`config.mk`:
```
export PLATFORM = sky130hd
export DESIGN_NAME = job_control
export DESIGN_NICKNAME = d
export VERILOG_FILES = /design/src/rtl/job_control_pkg.sv /design/src/rtl/job_control.sv
export SDC_FILE = /design/constraint.sdc
export NUM_CORES = 1
export LEC_CHECK = 0
export ABC_AREA = 1
export CORE_AREA = 2 2 139 100
export DETAILED_ROUTE_END_ITERATION = 10
export DIE_AREA = 0 0 141 102
export PLACE_DENSITY = 0.85
export SLEW_MARGIN = 20
export SYNTH_ARGS = -nofsm -noshare
export SYNTH_HDL_FRONTEND = slang
export SYNTH_SLANG_ARGS = --single-unit
export TNS_END_PERCENT = 5
```
`constraint.sdc`:
```
create_clock -name clock -period 3.3 [get_ports clock]
set_clock_uncertainty 0.2 [all_clocks]
set_input_delay 0.66 -clock clock [delete_from_list [all_inputs] [get_ports clock]]
set_output_delay 0.66 -clock clock [all_outputs]
set_load 0.1 [all_outputs]
```
`src/rtl/job_control_pkg.sv`:
```
// Shared definitions for the job control block: command codes, FSM states,
// the parity-failure error code and the odd-parity helper.
package job_control_pkg;

  localparam logic [7:0]  CMD_START    = 8'h90;
  localparam logic [7:0]  CMD_RESET    = 8'h80;
  localparam logic [7:0]  CMD_LLCMD    = 8'h45;
  localparam logic [7:0]  CMD_TIMEBASE = 8'h42;

  localparam logic [63:0] PARITY_ERR_CODE = 64'h0000_0000_0000_0001;

  typedef enum logic [1:0] {
    ST_IDLE      = 2'd0,
    ST_RUNNING   = 2'd1,
    ST_RESETTING = 2'd2
  } job_state_e;

  // Odd parity: data plus parity bit must hold an odd number of ones.
  function automatic logic odd_parity_ok(input logic [63:0] data, input logic par);
    return ^{data, par};
  endfunction

endpackage

```
`src/rtl/job_control.sv`:
```
// Job control FSM: decodes host job commands, runs the AFU core and sequences resets.
// Optional command parity checking is enabled by defining JOB_PARITY_CHECK_EN.
module job_control
  import job_control_pkg::*;
#(
  parameter int RESET_CYCLES = 8
) (
  input  logic        clock,
  input  logic        reset_n,
  input  logic        ha_jval,
  input  logic [0:7]  ha_jcom,
  input  logic        ha_jcompar,
  input  logic [0:63] ha_jea,
  input  logic        ha_jeapar,
  output logic        ah_jrunning,
  output logic        ah_jdone,
  output logic        ah_jcack,
  output logic [0:63] ah_jerror,
  output logic        ah_jyield,
  output logic        ah_tbreq,
  output logic        ah_paren,
  output logic        app_start,
  output logic [0:63] app_wed,
  output logic        app_reset,
  input  logic        app_done,
  input  logic [0:63] app_error
);

  localparam logic [7:0] LAST_CNT = 8'(RESET_CYCLES - 1);

  job_state_e  state_r;
  logic [7:0]  cnt_r;
  logic        jrunning_r;
  logic        jdone_r;
  logic        jcack_r;
  logic [0:63] jerror_r;
  logic        app_start_r;
  logic [0:63] app_wed_r;
  logic        app_reset_r;

  logic        par_bad_s;
  logic        cmd_start_s;
  logic        cmd_reset_s;
  logic        cmd_llcmd_s;

`ifdef JOB_PARITY_CHECK_EN
  assign ah_paren = 1'b1;
`else
  logic unused_parity_s;
  assign unused_parity_s = ^{ha_jcompar, ha_jeapar};
  assign ah_paren = 1'b0;
`endif

  // Command decode; a parity-failed command is discarded except for RESET.
  always_comb begin
    par_bad_s   = 1'b0;
    cmd_start_s = 1'b0;
    cmd_reset_s = 1'b0;
    cmd_llcmd_s = 1'b0;
    if (ha_jval) begin
`ifdef JOB_PARITY_CHECK_EN
      par_bad_s = !(odd_parity_ok({56'h0, ha_jcom}, ha_jcompar) &&
                    odd_parity_ok(ha_jea, ha_jeapar));
`else
      par_bad_s = 1'b0;
`endif
      cmd_reset_s = (ha_jcom == CMD_RESET);
      cmd_start_s = (ha_jcom == CMD_START) && !par_bad_s;
      cmd_llcmd_s = (ha_jcom == CMD_LLCMD) && !par_bad_s;
    end else begin
      par_bad_s = 1'b0;
    end
  end

  // Job state machine with all handshake outputs registered.
  always_ff @(posedge clock or negedge reset_n) begin
    if (!reset_n) begin
      state_r     <= ST_IDLE;
      cnt_r       <= 8'd0;
      jrunning_r  <= 1'b0;
      jdone_r     <= 1'b0;
      jcack_r     <= 1'b0;
      jerror_r    <= 64'h0;
      app_start_r <= 1'b0;
      app_wed_r   <= 64'h0;
      app_reset_r <= 1'b0;
    end else begin
      jdone_r     <= 1'b0;
      jerror_r    <= 64'h0;
      app_start_r <= 1'b0;
      jcack_r     <= cmd_llcmd_s;
      if (cmd_reset_s) begin
        // RESET overrides everything, including a coincident app_done.
        state_r     <= ST_RESETTING;
        cnt_r       <= 8'd0;
        app_reset_r <= 1'b1;
        jrunning_r  <= 1'b0;
      end else begin
        case (state_r)
          ST_IDLE: begin
            if (par_bad_s) begin
              jdone_r  <= 1'b1;
              jerror_r <= PARITY_ERR_CODE;
            end else if (cmd_start_s) begin
              app_wed_r   <= ha_jea;
              state_r     <= ST_RUNNING;
              jrunning_r  <= 1'b1;
              app_start_r <= 1'b1;
            end
          end
          ST_RUNNING: begin
            if (par_bad_s) begin
              state_r    <= ST_IDLE;
              jrunning_r <= 1'b0;
              jdone_r    <= 1'b1;
              jerror_r   <= PARITY_ERR_CODE;
            end else if (app_done) begin
              state_r    <= ST_IDLE;
              jrunning_r <= 1'b0;
              jdone_r    <= 1'b1;
              jerror_r   <= app_error;
            end
          end
          ST_RESETTING: begin
            if (cnt_r == LAST_CNT) begin
              state_r     <= ST_IDLE;
              app_reset_r <= 1'b0;
              jdone_r     <= 1'b1;
            end else begin
              cnt_r <= cnt_r + 8'd1;
            end
          end
          default: begin
            state_r     <= ST_IDLE;
            cnt_r       <= 8'd0;
            jrunning_r  <= 1'b0;
            app_reset_r <= 1'b0;
          end
        endcase
      end
    end
  end

  assign ah_jrunning = jrunning_r;
  assign ah_jdone    = jdone_r;
  assign ah_jcack    = jcack_r;
  assign ah_jerror   = jerror_r;
  assign ah_jyield   = 1'b0;
  assign ah_tbreq    = 1'b0;
  assign app_start   = app_start_r;
  assign app_wed     = app_wed_r;
  assign app_reset   = app_reset_r;

endmodule
```
After elaboration in Yosys (flattened, before gate mapping)
Cells that the tools add are included.
{"block": "word_totals", "register_bits": 143, "in_bits": 142, "word_cells": 58}
{"block": "op_classes", "addsub": 1, "n_eq_ne": 12, "n_mux": 28, "bitwise": 1, "n_reduce_logical": 7}
{"operator": "64-bit 2-to-1 mux", "count": 3}
{"operator": "8-bit == test (second input constant)", "count": 2}
{"operator": "8-bit 2-to-1 mux", "count": 2}
{"operator": "8-bit one-hot mux with 2 select lines", "count": 1}
{"operator": "1-bit 2-to-1 mux", "count": 14}
{"operator": "3-bit inequality test (second input constant)", "count": 4}
{"operator": "3-bit AND reduction", "count": 3}
{"operator": "8-bit by 1-bit adder with 8-bit output (second input constant)", "count": 1}
{"operator": "8-bit by 3-bit == test with 1-bit output (second input constant)", "count": 1}
{"operator": "8-bit by 7-bit == test with 1-bit output (second input constant)", "count": 1}
{"operator": "2-bit 2-to-1 mux", "count": 4}
{"operator": "2-bit one-hot mux with 3 select lines", "count": 1}
{"operator": "1-bit one-hot mux with 2 select lines", "count": 2}
{"operator": "2-bit AND reduction", "count": 2}
{"operator": "1-bit one-hot mux with 3 select lines", "count": 1}
{"operator": "2-bit by 1-bit == test with 1-bit output (second input constant)", "count": 1}
{"operator": "2-bit == test (second input constant)", "count": 1}
{"operator": "2-bit logical NOT", "count": 1}
{"operator": "2-bit by 1-bit inequality test with 1-bit output (second input constant)", "count": 1}
{"operator": "2-bit inequality test (second input constant)", "count": 1}
{"operator": "2-bit OR reduction", "count": 1}
{"operator": "1-bit NOT", "count": 1}

Longest topological paths before layout
Gate-level depths: netlist of run 1.
{"block": "depth", "ltp_word": 5, "depth_mapped": 10, "ltp_nobuf": 9}

Least setup slack after synthesis of run 1
OpenSTA, ideal clock, no wires.
{"block": "synth_timing", "path_kind": "input -> register", "startpoint": "input port ha_jcom[4] (netlist name)", "endpoint": "register app_wed_r (netlist bit app_wed[10])", "setup_time_ns": 0.120, "t_arrival_ns": 1.501, "setup_slack_ns": 1.479, "path_stages": 9, "n_path_buf": 2, "cell_sequence": "inv_1 -> nand2_1 -> nor2_1 -> and2_1 -> nand3_1 -> buf_2 -> buf_2 -> nand2_1 -> nand2_1"}
{"block": "synth_via", "elab_chain_len": 4}
{"element": "from (decl)", "line": "job_control.sv:11", "rtl": "input logic [0:7] ha_jcom,"}
{"element": "8-bit == test", "line": "job_control.sv:67", "rtl": "cmd_reset_s = (ha_jcom == CMD_RESET);"}
{"element": "1-bit 2-to-1 mux", "line": "job_control.sv:60", "rtl": "if (ha_jval) begin"}
{"element": "1-bit NOT (no line)"}
{"element": "3-bit AND reduction (no line) (*)"}
{"element": "to (signal assigned)", "line": "job_control.sv:105", "rtl": "app_wed_r <= ha_jea;"}
{"element": "to (decl)", "line": "job_control.sv:38", "rtl": "logic [0:63] app_wed_r;"}
Every way passes the cells marked *; elsewhere a longest branch is shown, timed or not.
A chain may end at the register's enable or synchronous reset.

Worst setup path in the final report of run 1
{"block": "layout_timing", "startpoint": "input port ha_jcom[7] (netlist name)", "endpoint": "register app_wed_r (netlist bit app_wed[37])"}
Same word-level chain as after synthesis.

==> results of run 1 <==
metrics by stage:
stage               instances  hold slack, ps  utilization  power [uW]
finish                   1066             276        0.673        4770
detailed placement       1035             266        0.627        2890
global placement         1035             263        0.627        2880
floorplan                 623             164            -        2540
CTS                      1066             283        0.673        4820
global route             1066             299        0.673        4980
layer usage:
layer	GRT usage	vias up	part of all wire
li1	-	2417	-
met1	0.265	2330	0.39
met2	0.365	185	0.49
met3	0.0928	12	0.10
met4	0.0600	0	0.011
met5	0	-	0
tightest hold or removal path: stages, from the launching register on:
cell	delay, ps
dfrtp_1	340
nand2_1	50
nand2_1	50
path summary, 6_finish.rpt:
kind                                           end                    from
max                        app_wed[37]$_DFFE_PN0P_              ha_jcom[7]
min                          app_reset$_DFFE_PN0P_   app_reset$_DFFE_PN0P_
max reg2reg                   cnt_r[4]$_DFFE_PN0P_  state_r[0]$_DFFE_PN0P_
min reg2reg                  app_reset$_DFFE_PN0P_   app_reset$_DFFE_PN0P_
max in group asynchronous     cnt_r[0]$_DFFE_PN0P_                 reset_n
min in group asynchronous  app_wed[22]$_DFFE_PN0P_                 reset_n
area by class of cell:
type / count / area, um^2 / share of cell area
tap: 166 / 208 / 0.0237
multi-input combinational: 365 / 1580 / 0.180
clock inverter: 12 / 163 / 0.0186
sequential: 143 / 3580 / 0.409
inverter: 82 / 308 / 0.0352
clock buffer: 18 / 429 / 0.0490
timing repair buffer: 280 / 2490 / 0.285
cells in the mapped netlist (all sizes together):
library cell / count
and2: 1
buf: 31
nor3: 3
a21oi: 1
nand3: 90
nor3b: 1
or2: 1
clkbuf: 2
conb: 1
inv: 82
nor2: 20
ha: 4
o21ai: 6
xor2: 1
dfrtp: 143
nand4: 1
nand2: 233
state kept, by name (all words and copies together), names as in the netlist:
name and flops:
ah_jerror 64, app_wed 64, cnt_r 8, state_r 2, ah_jcack 1, ah_jdone 1, ah_jrunning 1, app_reset 1
app_start 1
logic make-up after synthesis:
| logic type | share of synthesized area |
|---|---|
| adders and majority gates | 0.00887 |
| DFF | 0.634 |
| buffers and inverters | 0.0894 |
| xor gates and xnor gates | 0.00155 |
| other | 0.000665 |
| and+or+nand+nor | 0.257 |
| AOI/OAI and AO/OA | 0.00821 |
power by group through the flow:
stage	Clock [uW]	Sequential, uW	Combinational [uW]
2_1_floorplan	0	2370	168
3_3_place_gp	0	1920	958
3_5_place_dp	0	1930	969
4_1_cts	1950	1900	972
5_1_grt	2040	1910	1020
6_report	1910	1900	965
==> metrics.md, run 1 <==
| Metric | Value |
|---|---|
| Status | `complete, no violations` |
| Area Overhead vs Synth | `55.2%` |
| Share of the yosys chip area belonging to registers | `0.634` |
| Most common cell after layout, fill and taps aside | `nand2_1` |
| IO buf count | `272` |
| Pins Over Slew Limit | `0` |
| GR Overflow Total | `0` |
| Post-CTS Hold Buffers | `1` |
| Violation count after the first detailed-route iteration | `272` |
| Number of antenna repair diodes | `0` |
| RSZ-0062 raised after global routing | `no` |
| Headroom to the max-slew limit | `0.592` |
| Final number of hold-violating endpoints | `0` |
| Number of endpoints failing setup at the final stage | `0` |
| Distinct cell type count after synthesis | `25` |
| Final standard cell area without fillers | `8750 um^2` |
| Number of cell instances on the worst register-to-register path | `7` |
| Skew-Pair Late Insertion Delay | `400 ps` |
| Cell with the largest stage delay on the worst path | `buf_4` |
| Main area contributors after synthesis | `dfrtp_1, nand2_1, nand3_1` |
| Type of the worst min-delay path | `reg -> reg` |
| Global-route usage over all layers | `0.219` |
| Maximum achievable frequency | `433 MHz` |
| P per Cell Area | `545 nW/um^2` |
| Number of standard cells after synthesis | `621` |
| Setup Fix Bufs, Post-CTS | `0` |
| Vias in the first global route | `4,829` |
| Share of total power in combinational logic | `0.202` |
| Maximum cell stage delay along the critical path | `530 ps` |
| Number of H-tree levels | `4` |
| Setup Slack @ Placement | `596 ps` |
| Post-Syn Area per Cell | `9.08 um^2` |
| Floorplan Core Area | `13,000 um^2` |
| Sum of negative setup slack | `0 ps` |
| Critical Path Fanout Max | `60` |
| Commonest non-fill, non-tap cells in the layout | `nand2_1, dfrtp_1, clkdlybuf4s50_1` |
| Initial antenna violation count | `0` |
| Count of fill cells added during filler insertion | `996` |
| Final wirelength | `15,300 um` |
| Nature of the critical path startpoint | `primary input` |
| Final routed wire length divided by cell count | `14.4 um` |
| Internal power summed over all cells | `3320 uW` |
| Detailed-routing iteration count for the pre-antenna-repair pass | `4` |
| Kind of critical path | `in -> reg` |
| Die H | `102 um` |
| Slack of the worst reg-to-reg path | `1290 ps` |
| Die span in x | `141 um` |
| Worst hold path depth | `2` |
| Worst slew pin tran | `612 ps` |
| Tmin final | `2310 ps` |
| Share of total power in the clock network | `0.400` |
| Switching power as a share of total power | `0.304` |
| Delay-heaviest family, CP | `buffers and inverters` |
| Reported max-cap violation count | `0` |
| Gpl congestion | `0.813` |
| Share of Yosys cell area claimed by the top area cell type | `0.634` |
| DPL Wire Length | `11,100 um` |
| DRC | `0` |
| Count of cell instances traversed by the critical path | `9` |
| Boundary pin count | `278` |
| Via density per instance | `4.64` |
| Number of gates resized after CTS | `0` |
| Via total after detailed routing | `4,944` |
| Post-route setup slack | `990 ps` |
| CTS clk-pin slew, worst paths | `60 ps` |
| Data arrival time of the critical path | `2440 ps` |
| CTS tree | `built` |
| Number of rows in the core area | `35` |
| Net count of the finished layout | `1,035` |
| Setup crit end kind | `register` |
| Area leader, netlist | `dfrtp_1` |
| Wire length of the first global-routing pass | `24,500 um` |
| Flop and latch count out of synthesis | `143` |
| Netlist Area Pre-Place | `5640 um^2` |
| Net switching power | `1450 uW` |
| Final worst-path cycle share | `0.700` |
| Total die area | `14,400 um^2` |
| Starting density of the core | `0.434` |
| Number of buffers between clock root and the deepest sink | `2` |
| Maximum number of pins on one net before global-route repair | `71` |
| Cell area after placement | `8150 um^2` |
| Post-route ant nets | `0` |
| Peak supply drop | `0.335 mV` |
| Buf+Inv Stages, Crit Path | `3` |
| Worst-path cell chain | `clkdlybuf4s50_1, inv_1, nand2_1, nor2_1, and2_1, nand3_2, buf_4, nand2_1, nand2_1` |
| Ys Warns | `0` |
| Cell repeated most along the worst path | `nand2_1` |
| CTS sink count | `143` |
| Number of buffers added by the clock tree synthesis step | `17` |
| Layout cell share with drive strength beyond 1 | `0.203` |
| Sequential share of power | `0.398` |
| Required arrival time at the worst endpoint | `3430 ps` |
| Clock root buffer | `clkbuf_16` |
| Leak Pwr | `0.00511 uW` |
No activity file was read; power rests on OpenSTA's default activity.
==> run 2, diff against run 1 <==
CORE_AREA = 2 2 151 109   (was 2 2 139 100)
DIE_AREA = 0 0 153 111   (was 0 0 141 102)
PLACE_DENSITY = 0.76   (was 0.85)
clock period = 2.1 ns   (was 3.3 ns; I/O delays follow)
==> metrics.md, run 2 (synthesis gave the netlist of run 1 again) <==
| Metric | Value |
|---|---|
| DPL Wire Length | `12,500 um (was 11,100 um)` |
| CTS tree | `built (unchanged)` |
| Count of fill cells added during filler insertion | `1,200 (was 996)` |
| Delay-heaviest family, CP | `simple AND/OR/NAND/NOR gates (was buffers and inverters)` |
| Area Overhead vs Synth | `83.7% (was 55.2%)` |
| Critical Path Fanout Max | `6 (was 60)` |
| Final wirelength | `16,400 um (was 15,300 um)` |
| Post-route ant nets | `0 (unchanged)` |
| DRC | `0 (unchanged)` |
| Number of buffers between clock root and the deepest sink | `2 (unchanged)` |
| Internal power summed over all cells | `5540 uW (was 3320 uW)` |
| Clock root buffer | `clkbuf_16 (unchanged)` |
| Kind of critical path | `reg -> reg (was in -> reg)` |
| Setup Slack @ Placement | `-165 ps (was 596 ps)` |
| Nature of the critical path startpoint | `register (was primary input)` |
| Share of total power in the clock network | `0.393 (was 0.400)` |
| Reg area | `3580 um^2 (unchanged)` |
| Buf+Inv Stages, Crit Path | `1 (was 3)` |
| Boundary pin count | `278 (unchanged)` |
| Skew-Pair Late Insertion Delay | `410 ps (was 400 ps)` |
| Violation count after the first detailed-route iteration | `326 (was 272)` |
| Number of endpoints failing setup at the final stage | `0 (unchanged)` |
| Leak Pwr | `0.00557 uW (was 0.00511 uW)` |
| Post-route setup slack | `231 ps (was 990 ps)` |
| Wire length of the first global-routing pass | `26,900 um (was 24,500 um)` |
| Maximum cell stage delay along the critical path | `400 ps (was 530 ps)` |
| Final core utilization | `0.657 (was 0.673)` |
| Gpl congestion | `0.824 (was 0.813)` |
| Setup crit end kind | `register (unchanged)` |
| Die H | `111 um (was 102 um)` |
| Via density per instance | `4.53 (was 4.64)` |
| Sequential share of power | `0.383 (was 0.398)` |
| IO buf count | `272 (unchanged)` |
| Via total after detailed routing | `5,129 (was 4,944)` |
| Detailed-routing iteration count for the pre-antenna-repair pass | `4 (unchanged)` |
| Layout cell share with drive strength beyond 1 | `0.227 (was 0.203)` |
| Most common cell after layout, fill and taps aside | `nand2_1 (unchanged)` |
| Required arrival time at the worst endpoint | `2200 ps (was 3430 ps)` |
| Initial antenna violation count | `0 (unchanged)` |
| Tmin final | `1870 ps` |
| Peak supply drop | `0.496 mV (was 0.335 mV)` |
| Number of rows in the core area | `39 (was 35)` |
| Floorplan Core Area | `15,800 um^2 (was 13,000 um^2)` |
| P per Cell Area | `764 nW/um^2 (was 545 nW/um^2)` |
| Maximum achievable frequency | `535 MHz` |
| RSZ-0062 raised after global routing | `no (unchanged)` |
| Net count of the finished layout | `1,060 (was 1,035)` |
| Number of gates resized after CTS | `0 (unchanged)` |
| Slack of the worst reg-to-reg path | `230 ps (was 1290 ps)` |
| Number of antenna repair diodes | `0 (unchanged)` |
| Share of total power in combinational logic | `0.224 (was 0.202)` |
| Starting density of the core | `0.358 (was 0.434)` |
| GR Overflow Total | `0 (unchanged)` |
| Worst-path cell chain | `ha_1, nand2_1, nor2_1, nand3_1, nand2_2, nand2_1, buf_4, nand3_1, o21ai_2 (was clkdlybuf4s50_1, inv_1, nand2_1, nor2_1, and2_1, nand3_2, buf_4, nand2_1, nand2_1)` |
| Switching power as a share of total power | `0.300 (was 0.304)` |
| Data arrival time of the critical path | `1970 ps (was 2440 ps)` |
| Area of the multi-input gates | `1580 um^2 (unchanged)` |
| Total die area | `17,000 um^2 (was 14,400 um^2)` |
| Total power consumption of the routed design | `7910 uW (was 4770 uW)` |
| Final routed wire length divided by cell count | `14.4 um (about the same)` |
| Final number of hold-violating endpoints | `0 (unchanged)` |
| Net switching power | `2380 uW (was 1450 uW)` |
| Cell with the largest stage delay on the worst path | `dfrtp_1 (was buf_4)` |
| Maximum number of pins on one net before global-route repair | `51 (was 71)` |
| Die span in x | `153 um (was 141 um)` |
| CTS sink count | `143 (unchanged)` |
| Commonest non-fill, non-tap cells in the layout | `nand2_1, dfrtp_1, clkdlybuf4s50_1 (unchanged)` |
| Pins Over Slew Limit | `0 (unchanged)` |
| Number of H-tree levels | `4 (unchanged)` |
| Status | `complete, no violations (unchanged)` |
| Cell area after placement | `9740 um^2 (was 8150 um^2)` |
| Type of the worst min-delay path | `reg -> reg (unchanged)` |
| Vias in the first global route | `5,187 (was 4,829)` |
| CTS clk-pin slew, worst paths | `60 ps (about the same)` |
| Global-route usage over all layers | `0.203 (was 0.219)` |
| Number of buffers added by the clock tree synthesis step | `17 (unchanged)` |
| Final worst-path cycle share | `0.890` |
| Reported max-cap violation count | `0 (unchanged)` |
| Final standard cell area without fillers | `10,400 um^2 (was 8750 um^2)` |
## run 2: changes by cell type in the layout (fill, tap and decap cells not counted), sizes merged
cell,previous run,this run
inv,84,86
clkinv,5,4
buf,141,166
clkinvlp,2,1
clkbuf,18,20
## run 2: cell type report
type,instances,share of cell area
clock inverter,12,0.0151
multi-input combinational,365,0.152
tap,205,0.0248
inverter,82,0.0297
timing repair buffer,305,0.389
sequential,143,0.345
clock buffer,20,0.0441
## run 2: path summary, 6_finish.rpt
check | from | to | cells past startpoint
worst max-delay path | cnt_r[0]$_DFFE_PN0P_ | cnt_r[4]$_DFFE_PN0P_ | 9
worst max register to register | cnt_r[0]$_DFFE_PN0P_ | cnt_r[4]$_DFFE_PN0P_ | 9
max in group asynchronous | reset_n | ah_jerror[41]$_DFF_PN0_ | 3
worst min-delay path | state_r[0]$_DFFE_PN0P_ | state_r[0]$_DFFE_PN0P_ | 2
worst min register to register | state_r[0]$_DFFE_PN0P_ | state_r[0]$_DFFE_PN0P_ | 2
min in group asynchronous | reset_n | app_wed[13]$_DFFE_PN0P_ | 2
## run 2: repair_timing
item	in CTS	in global routing
endpoints found under the setup margin	0	0
endpoints found under the hold margin	37	0
setup buffers	0	0
hold buffers	1	0
## run 2: metrics by stage
step                      hold slack (ps)  cells  TNS, ps
after detailed placement              184   1099   -12730
after global placement                184   1099    -8240
after floorplan                     -75.6    623        0
final                                 313   1132        0
after CTS                             312   1132        0
after global routing                  331   1132        0
## run 2: power groups by stage
stage          Combinational, uW  Sequential, uW  Clock [uW]
4_1_cts                     1790            3030        3190
2_1_floorplan                265            3720           0
3_5_place_dp                1780            3080           0
3_3_place_gp                1750            3070           0
5_1_grt                     1860            3050        3330
6_report                    1770            3030        3110
## run 2: worst register-to-register path, cell delays in order, from the launching register on
cell     delay (ps)
dfrtp_1         400
ha_1            210
nand2_1         100
nor2_1          170
nand3_1         140
nand2_2         150
nand2_1          90
buf_4           170
nand3_1          80
o21ai_2          50
## run 2: routing by layer
layer  part of all wire  GRT usage
met1               0.41      0.245
met5                  0          0
met3              0.096     0.0903
met4              0.015     0.0617
met2               0.48      0.331
